`src/rtl/k2_pkg.sv`:
```
// Shared definitions for the K2 sequencer: instruction field widths,
// opcode encodings and the control FSM state type.
package k2_pkg;

   localparam int PC_W   = 4;
   localparam int INST_W = 8;

   // Opcode lives in ir[7:6]; jump target lives in ir[3:0].
   localparam logic [1:0] OP_ALU = 2'b00;
   localparam logic [1:0] OP_JC  = 2'b01;
   localparam logic [1:0] OP_J   = 2'b10;
   localparam logic [1:0] OP_ILL = 2'b11;

   typedef enum logic [1:0] {
      IDLE  = 2'b00,
      FETCH = 2'b01,
      EXEC  = 2'b10,
      HALT  = 2'b11
   } k2_state_e;

   function automatic logic [1:0] op_of(input logic [INST_W-1:0] inst);
      return inst[7:6];
   endfunction

endpackage

```
`src/rtl/k2_next_pc.sv`:
```
// Combinational next-PC logic: resolves J / JC, and flags a J whose target
// is the current pc (the program's way of asking to stop).
module k2_next_pc
   import k2_pkg::*;
(
   input  logic [INST_W-1:0] ir,
   input  logic [PC_W-1:0]   pc,
   input  logic              carry,
   output logic [PC_W-1:0]   next_pc,
   output logic              taken,
   output logic              self_loop
);

   logic [1:0]      op;
   logic [PC_W-1:0] target;

   // Decode the opcode and pick between the jump target and pc+1 (wraps 15->0).
   always_comb begin
      op        = op_of(ir);
      target    = ir[PC_W-1:0];
      taken     = (op == OP_J) || ((op == OP_JC) && carry);
      next_pc   = taken ? target : (pc + PC_W'(1));
      self_loop = (op == OP_J) && (target == pc);
   end

endmodule

```
`src/rtl/k2_sequencer.sv`:
```
// K2 instruction sequencer: two-cycle FETCH/EXEC loop driven by run/step,
// with a terminal HALT state entered on a jump-to-self.
module k2_sequencer
   import k2_pkg::*;
(
   input  logic              clk,
   input  logic              rst,
   input  logic              run,
   input  logic              step,
   input  logic [INST_W-1:0] inst,
   input  logic              carry,
   output logic [PC_W-1:0]   pc,
   output logic [INST_W-1:0] ir,
   output logic              exec_en,
   output logic              jump_taken,
   output logic              illegal,
   output logic              halted,
   output logic [7:0]        retired
);

   k2_state_e         state_q, state_d;
   logic [PC_W-1:0]   pc_q, pc_d;
   logic [INST_W-1:0] ir_q, ir_d;
   logic [7:0]        retired_q, retired_d;

   logic [PC_W-1:0]   np_next_pc;
   logic              np_taken;
   logic              np_self_loop;

   k2_next_pc u_next_pc (
      .ir        (ir_q),
      .pc        (pc_q),
      .carry     (carry),
      .next_pc   (np_next_pc),
      .taken     (np_taken),
      .self_loop (np_self_loop)
   );

   // State, pc, ir and retired counter registers with async reset.
   always_ff @(posedge clk or posedge rst) begin
      if (rst) begin
         state_q   <= IDLE;
         pc_q      <= '0;
         ir_q      <= '0;
         retired_q <= '0;
      end else begin
         state_q   <= state_d;
         pc_q      <= pc_d;
         ir_q      <= ir_d;
         retired_q <= retired_d;
      end
   end

   // Next-state logic; pc only moves at the end of EXEC, ir only loads in FETCH.
   always_comb begin
      state_d   = state_q;
      pc_d      = pc_q;
      ir_d      = ir_q;
      retired_d = retired_q;
      case (state_q)
         IDLE: begin
            if (run || step) state_d = FETCH;
         end
         FETCH: begin
            ir_d    = inst;
            state_d = EXEC;
         end
         EXEC: begin
            pc_d = np_next_pc;
            if (retired_q != 8'hFF) retired_d = retired_q + 8'd1;
            if (np_self_loop)  state_d = HALT;
            else if (run)      state_d = FETCH;
            else               state_d = IDLE;
         end
         HALT: begin
            state_d = HALT;
         end
         default: state_d = IDLE;
      endcase
   end

   // Output strobes decode registered state only (no path from run/step).
   always_comb begin
      exec_en    = (state_q == EXEC);
      jump_taken = exec_en && np_taken;
      illegal    = exec_en && (op_of(ir_q) == OP_ILL);
      halted     = (state_q == HALT);
      pc         = pc_q;
      ir         = ir_q;
      retired    = retired_q;
   end

endmodule

```
`config.mk`:
```
export PLATFORM = sky130hd
export DESIGN_NAME = k2_sequencer
export DESIGN_NICKNAME = d
export VERILOG_FILES = /design/src/rtl/k2_pkg.sv /design/src/rtl/k2_next_pc.sv /design/src/rtl/k2_sequencer.sv
export SDC_FILE = /design/constraint.sdc
export NUM_CORES = 1
export LEC_CHECK = 0
export BUFFER_PORTS_ARGS = -buffer_cell sky130_fd_sc_hd__buf_4
export CAP_MARGIN = 20
export CORE_MARGIN = 1
export CORE_UTILIZATION = 46
export CTS_BUF_LIST = sky130_fd_sc_hd__clkbuf_8
export DETAILED_ROUTE_END_ITERATION = 7
export PLACE_DENSITY = 0.8
export SYNTH_ARGS = -nofsm -noshare
export SYNTH_HDL_FRONTEND = slang
export SYNTH_SLANG_ARGS = --single-unit
```
`constraint.sdc`:
```
create_clock -name clk -period 1.4 [get_ports clk]
set_input_delay 0.21 -clock clk [delete_from_list [all_inputs] [get_ports clk]]
set_output_delay 0.21 -clock clk [all_outputs]
set_load 0.02 [all_outputs]
```
* After elaboration in Yosys (flattened, before gate mapping)
Cells that the tools add are included.
Word-level totals: flip-flop bits (word level) 22, latch bits 0, RAM bits 0, memory bits (read-only) 0, input bits 13, logic and storage cells 28, memories kept 0
Cells by class: add/subtract/negate cells 2, $mul 0, div/mod/pow operators 0, order comparisons 0, equal/unequal tests 9, shift operators 0, muxes and demuxes 5, bitwise gates (word level) 0, reductions and logical operators 8
Operators with widths (count):
- $add A8 B1 Y8 const B | 1
- $eq A2 B2 Y1 const B | 4
- $ne A8 B8 Y1 const B | 1
- $pmux W2 S4 | 1
- $add A4 B1 Y4 const B | 1
- $eq A2 B1 Y1 const B | 2
- $eq A4 B4 Y1 | 1
- $logic_and A1 B1 Y1 | 4
- $mux W2 | 2
- $mux W4 | 1
- $logic_not A2 Y1 | 1
- $logic_or A1 B1 Y1 | 2
- $ne A2 B2 Y1 const B | 1
- $reduce_and A2 Y1 | 1
- $mux W1 | 1

* Depth between registers and ports, before layout
depth after elaboration 4, gate-level depth with buffers 6

* By module
From an unflattened synthesis, not the netlist that was laid out.
Unflattened totals: cells, all modules 97, area, all modules 1139.8 um2
Modules (own cells, without submodules):
- k2_sequencer | instances 1, cells an instance 79, area an instance 955.9 um2
- k2_next_pc | instances 1, cells an instance 18, area an instance 183.9 um2

* Least setup slack after synthesis
OpenSTA, ideal clock, no wires.
kind register -> register, start point register retired_q[0], in the netlist retired[0], end point register retired_q[6], in the netlist retired[6], library setup time 80 ps, data arrival time 1458 ps, required time 1320 ps, path slack -138 ps, cell stages (with the launch flop) 6, clock period less this slack 1538 ps, cell sequence dfrtp_1 > ha_1 > nand3_1 > or3_4 > nor2_2 > xor2_1
On the way: longest elaborated chain between the ends 2
Ends and longest elaborated chain:
- from (decl) | line k2_sequencer.sv:24 | logic [7:0] retired_q, retired_d;
- from (signal assigned) | line k2_sequencer.sv:50 | retired_q <= retired_d;
- branches (longest 2 deep; another with $add A8 B1 Y8)
Parallel ways; which one is timed is not known. A chain may end at the register's enable or synchronous reset.

* Worst setup path in the final report
start point register ir_q[7], in the netlist ir[7], end point output port jump_taken
On the way: longest elaborated chain between the ends 4
Ends and longest elaborated chain:
- from (decl) | line k2_sequencer.sv:23 | logic [INST_W-1:0] ir_q, ir_d;
- from (signal assigned) | line k2_sequencer.sv:49 | ir_q <= ir_d;
- $eq A2 B1 Y1 | line k2_next_pc.sv:21 | taken = (op == OP_J) || ((op == OP_JC) && carry);
- $logic_and A1 B1 Y1 | line k2_next_pc.sv:21
- $logic_or A1 B1 Y1 (*) | line k2_next_pc.sv:21
- $logic_and A1 B1 Y1 (*) | line k2_sequencer.sv:85 | jump_taken = exec_en && np_taken;
- to (decl) | line k2_sequencer.sv:15 | output logic jump_taken,
Every way passes the cells marked *; elsewhere a longest branch is shown, timed or not.

==> results.yml <==
die:
  rows: 17
  fp.dieH_um: 51.1
  dieArea_um2: 2620
  io_pins: 37
  start_util_pct: 49.3
  coreArea_um2: 2250
  die_w_um: 51.1
yosys:
  synthCells: 117
  yosys_most_used_dff: "dfrtp_1"
  yosys_warnings: 0
  yosysTopAreaCellShare_pct: 49.5
  avgSynthCellArea_um2: 9.50
  syn_nets: 132
  syn_area_um2: 1110
  synthDistinctLibCells: 33
  synth-seq-cells: 22
  synthTopCellsByArea: "dfrtp_1 50%, nand2_1 11%, a21oi_1 4.1%"
  async_reset_ff_share_pct: 100
  synth_edf_count: 0
  synth_top_area_cell: "dfrtp_1"
  seq_area_frac_synth_pct: 49.5
min_path:
  min_path_type: "input pin to flop"
critical_path:
  cp_max_fo: 5
  r2r_setup_slack_ns: 0
  end_kind: "output pin"
  cp_cell_sequence: "buf_4, nand2b_4, and2_4, nor2_4, buf_6"
  critical-path-max-stage-delay_ns: 0.42
  crit_arrival_ns: 1.23
  cpMaxStageDelayCell: "dfrtp_2"
  cp-start-kind: "flop"
  required_ns: 1.19
  worstSetupPathType: "flop to output pin"
timing:
  maxSlewViolCount: 0
  max_slew_margin_pct: 76.0
  tightest_slew_ns: 0.360
  hold_viol_final: 0
  holdWs_ns: 0.143
  grt_setup_unrepaired: "true"
  skew_ns: 0.00132
  period_share_pct: 103
  setup_viol: 1
  fin_crit_ns: 1.44
  setup_slack_ns: -0.0410
  clock.fmax_mhz: 694
power:
  power.leakage_nw: 0.858
  power_mw: 4.41
  irDropWorstVdd_mv: 1.70
  cellPowerDensity_nw_per_um2: 2560
global_route:
  grt_max_degree: 15
  grtUsageTotal_pct: 24.7
  antenna_found_initial: 0
  grt_overflow: 0
  grt_pass1_wl_mm: 4.64
  grt_pass1_vias: 1068
clock_network:
  root_buffer: "clkbuf_8"
  cts.sinks: 22
  htreeDepth: 1
  clock_latency_ns: 0.26
  cts_made_buffers: 3
  clk_pin_slew_ns: 0.08
  clock_path_buffers: 2
  cts_tree: "built"
routing:
  totalWireLength_mm: 3.20
  drt_first_pass_iters: 6
  vias: 1104
  drc: 0
  ant_nets: 0
  wl_per_cell_um: 15.6
  drt_iter0_markers: 23
  via_per_inst: 5.39
placed_design:
  io_buffer_count: 36
  place_congestion: 0.831
  place_hpwl_mm: 2.00
cells_and_area:
  fillCellCount: 141
  final_nets: 193
  diodes: 0
  drive_above_1_share_pct: 49.7
  area_growth_pct: 55.3
flow_run:
  max_cap_violations: 0
run_status:
  violations: "negative setup slack"
  status: "finished, violations left"
-- cell usage in the layout, fill, tap and decap left out, types with 2 or more instances in the layout --
master	instances
dfrtp_2	7
nand4_1	2
nor2_4	3
xnor2_1	5
nand3_1	3
mux2_2	2
xor2_1	2
mux2i_1	3
clkbuf_8	4
nand2b_4	2
buf_4	56
dfrtp_1	15
a21oi_1	9
buf_6	3
nand2_1	32
nand3b_1	2
nor2_1	3
-- report_power, final --
group,internal [mW],total [mW],switching (mW)
combinational,1.33,2.67,1.34
clock,0.251,0.450,0.199
sequential,0.944,1.29,0.349
total,2.52,4.41,1.89
-- metrics by stage --
stage	util (%)	TNS [ns]	worst slack (ns)	cell area (µm²)	std cells
after floorplan	-	-0.0190	-0.0190	1140	117
after global placement	67.3	0	0.0284	1520	189
after detailed placement	67.3	-0.0349	-0.0349	1520	189
after CTS	73.4	-0.0655	-0.0609	1660	199
after global routing	76.5	-0.210	-0.0771	1730	205
final	76.5	-0.0410	-0.0410	1730	205
-- state kept, by name (all words and copies together), names as in the netlist --
register	cells
retired	8
state_q	2
pc	4
ir	8
-- Yosys cell counts, types with 2 or more instances --
cell type   n
and4_1      2
inv_1       2
mux2i_1     3
clkbuf_1    3
a21oi_1     9
xor2_1      2
mux2_2      2
nor2_1      5
nand3_1     4
dfrtp_1    22
and2_1      2
nand4_1     2
nand2_1    32
ha_1        2
nand3b_1    2
nand2b_1    2
xnor2_1     5
-- logic make-up after synthesis --
family	after synthesis	synth area share, %
XOR/XNOR	7	5.52
flip-flops	22	49.5
AO/OA/AOI/OAI	16	9.35
buffers and inverters	7	3.15
AND/OR/NAND/NOR	57	24.4
multiplexers	6	5.74
adder cells (fa/ha/maj)	2	2.25
-- repair_timing --
action,CTS,global route
hold buffers,1,0
setup endpoints to repair,5,8
buffers inserted,5,6
endpoints found under the hold margin,8,0
resized for setup,11,7
pin swaps,1,6
-- layout make-up --
type                    instances  area, µm²  area share (%)
flip-flops and latches         22        559            32.4
well taps                      28       35.0            2.03
repair buffers                 61        479            27.8
multi-input cells              88        587            34.0
inverters                       2       10.0           0.580
clock buffers                   4       55.1            3.19
-- worst max-delay path: cells and delay by family (launching register included) --
family	cells	cell delay [ns]
simple gates	3	0.28
buf+inv	2	0.27
flops	1	0.42
-- path summary, 6_finish.rpt --
kind | start | endpoint | cells past startpoint
worst max-delay path | ir[7] | jump_taken | 5
worst min-delay path | inst[2] | ir[2] | 3
worst max register to register | retired[2] | retired[7] | 4
worst min register to register | ir[4] | ir[4] | 2
max in group asynchronous | rst | ir[7] | 4
min in group asynchronous | rst | retired[1] | 3
-- layer usage --
metal  wire length [µm]  global-route usage [%]  vias up
li1                   -                       -      514
met1               1310                    29.5      548
met2               1690                    41.4       33
met3                125                    4.76        9
met4                 80                    13.9        0
met5                  0                       0        -
(Power assumes the default switching activity.)
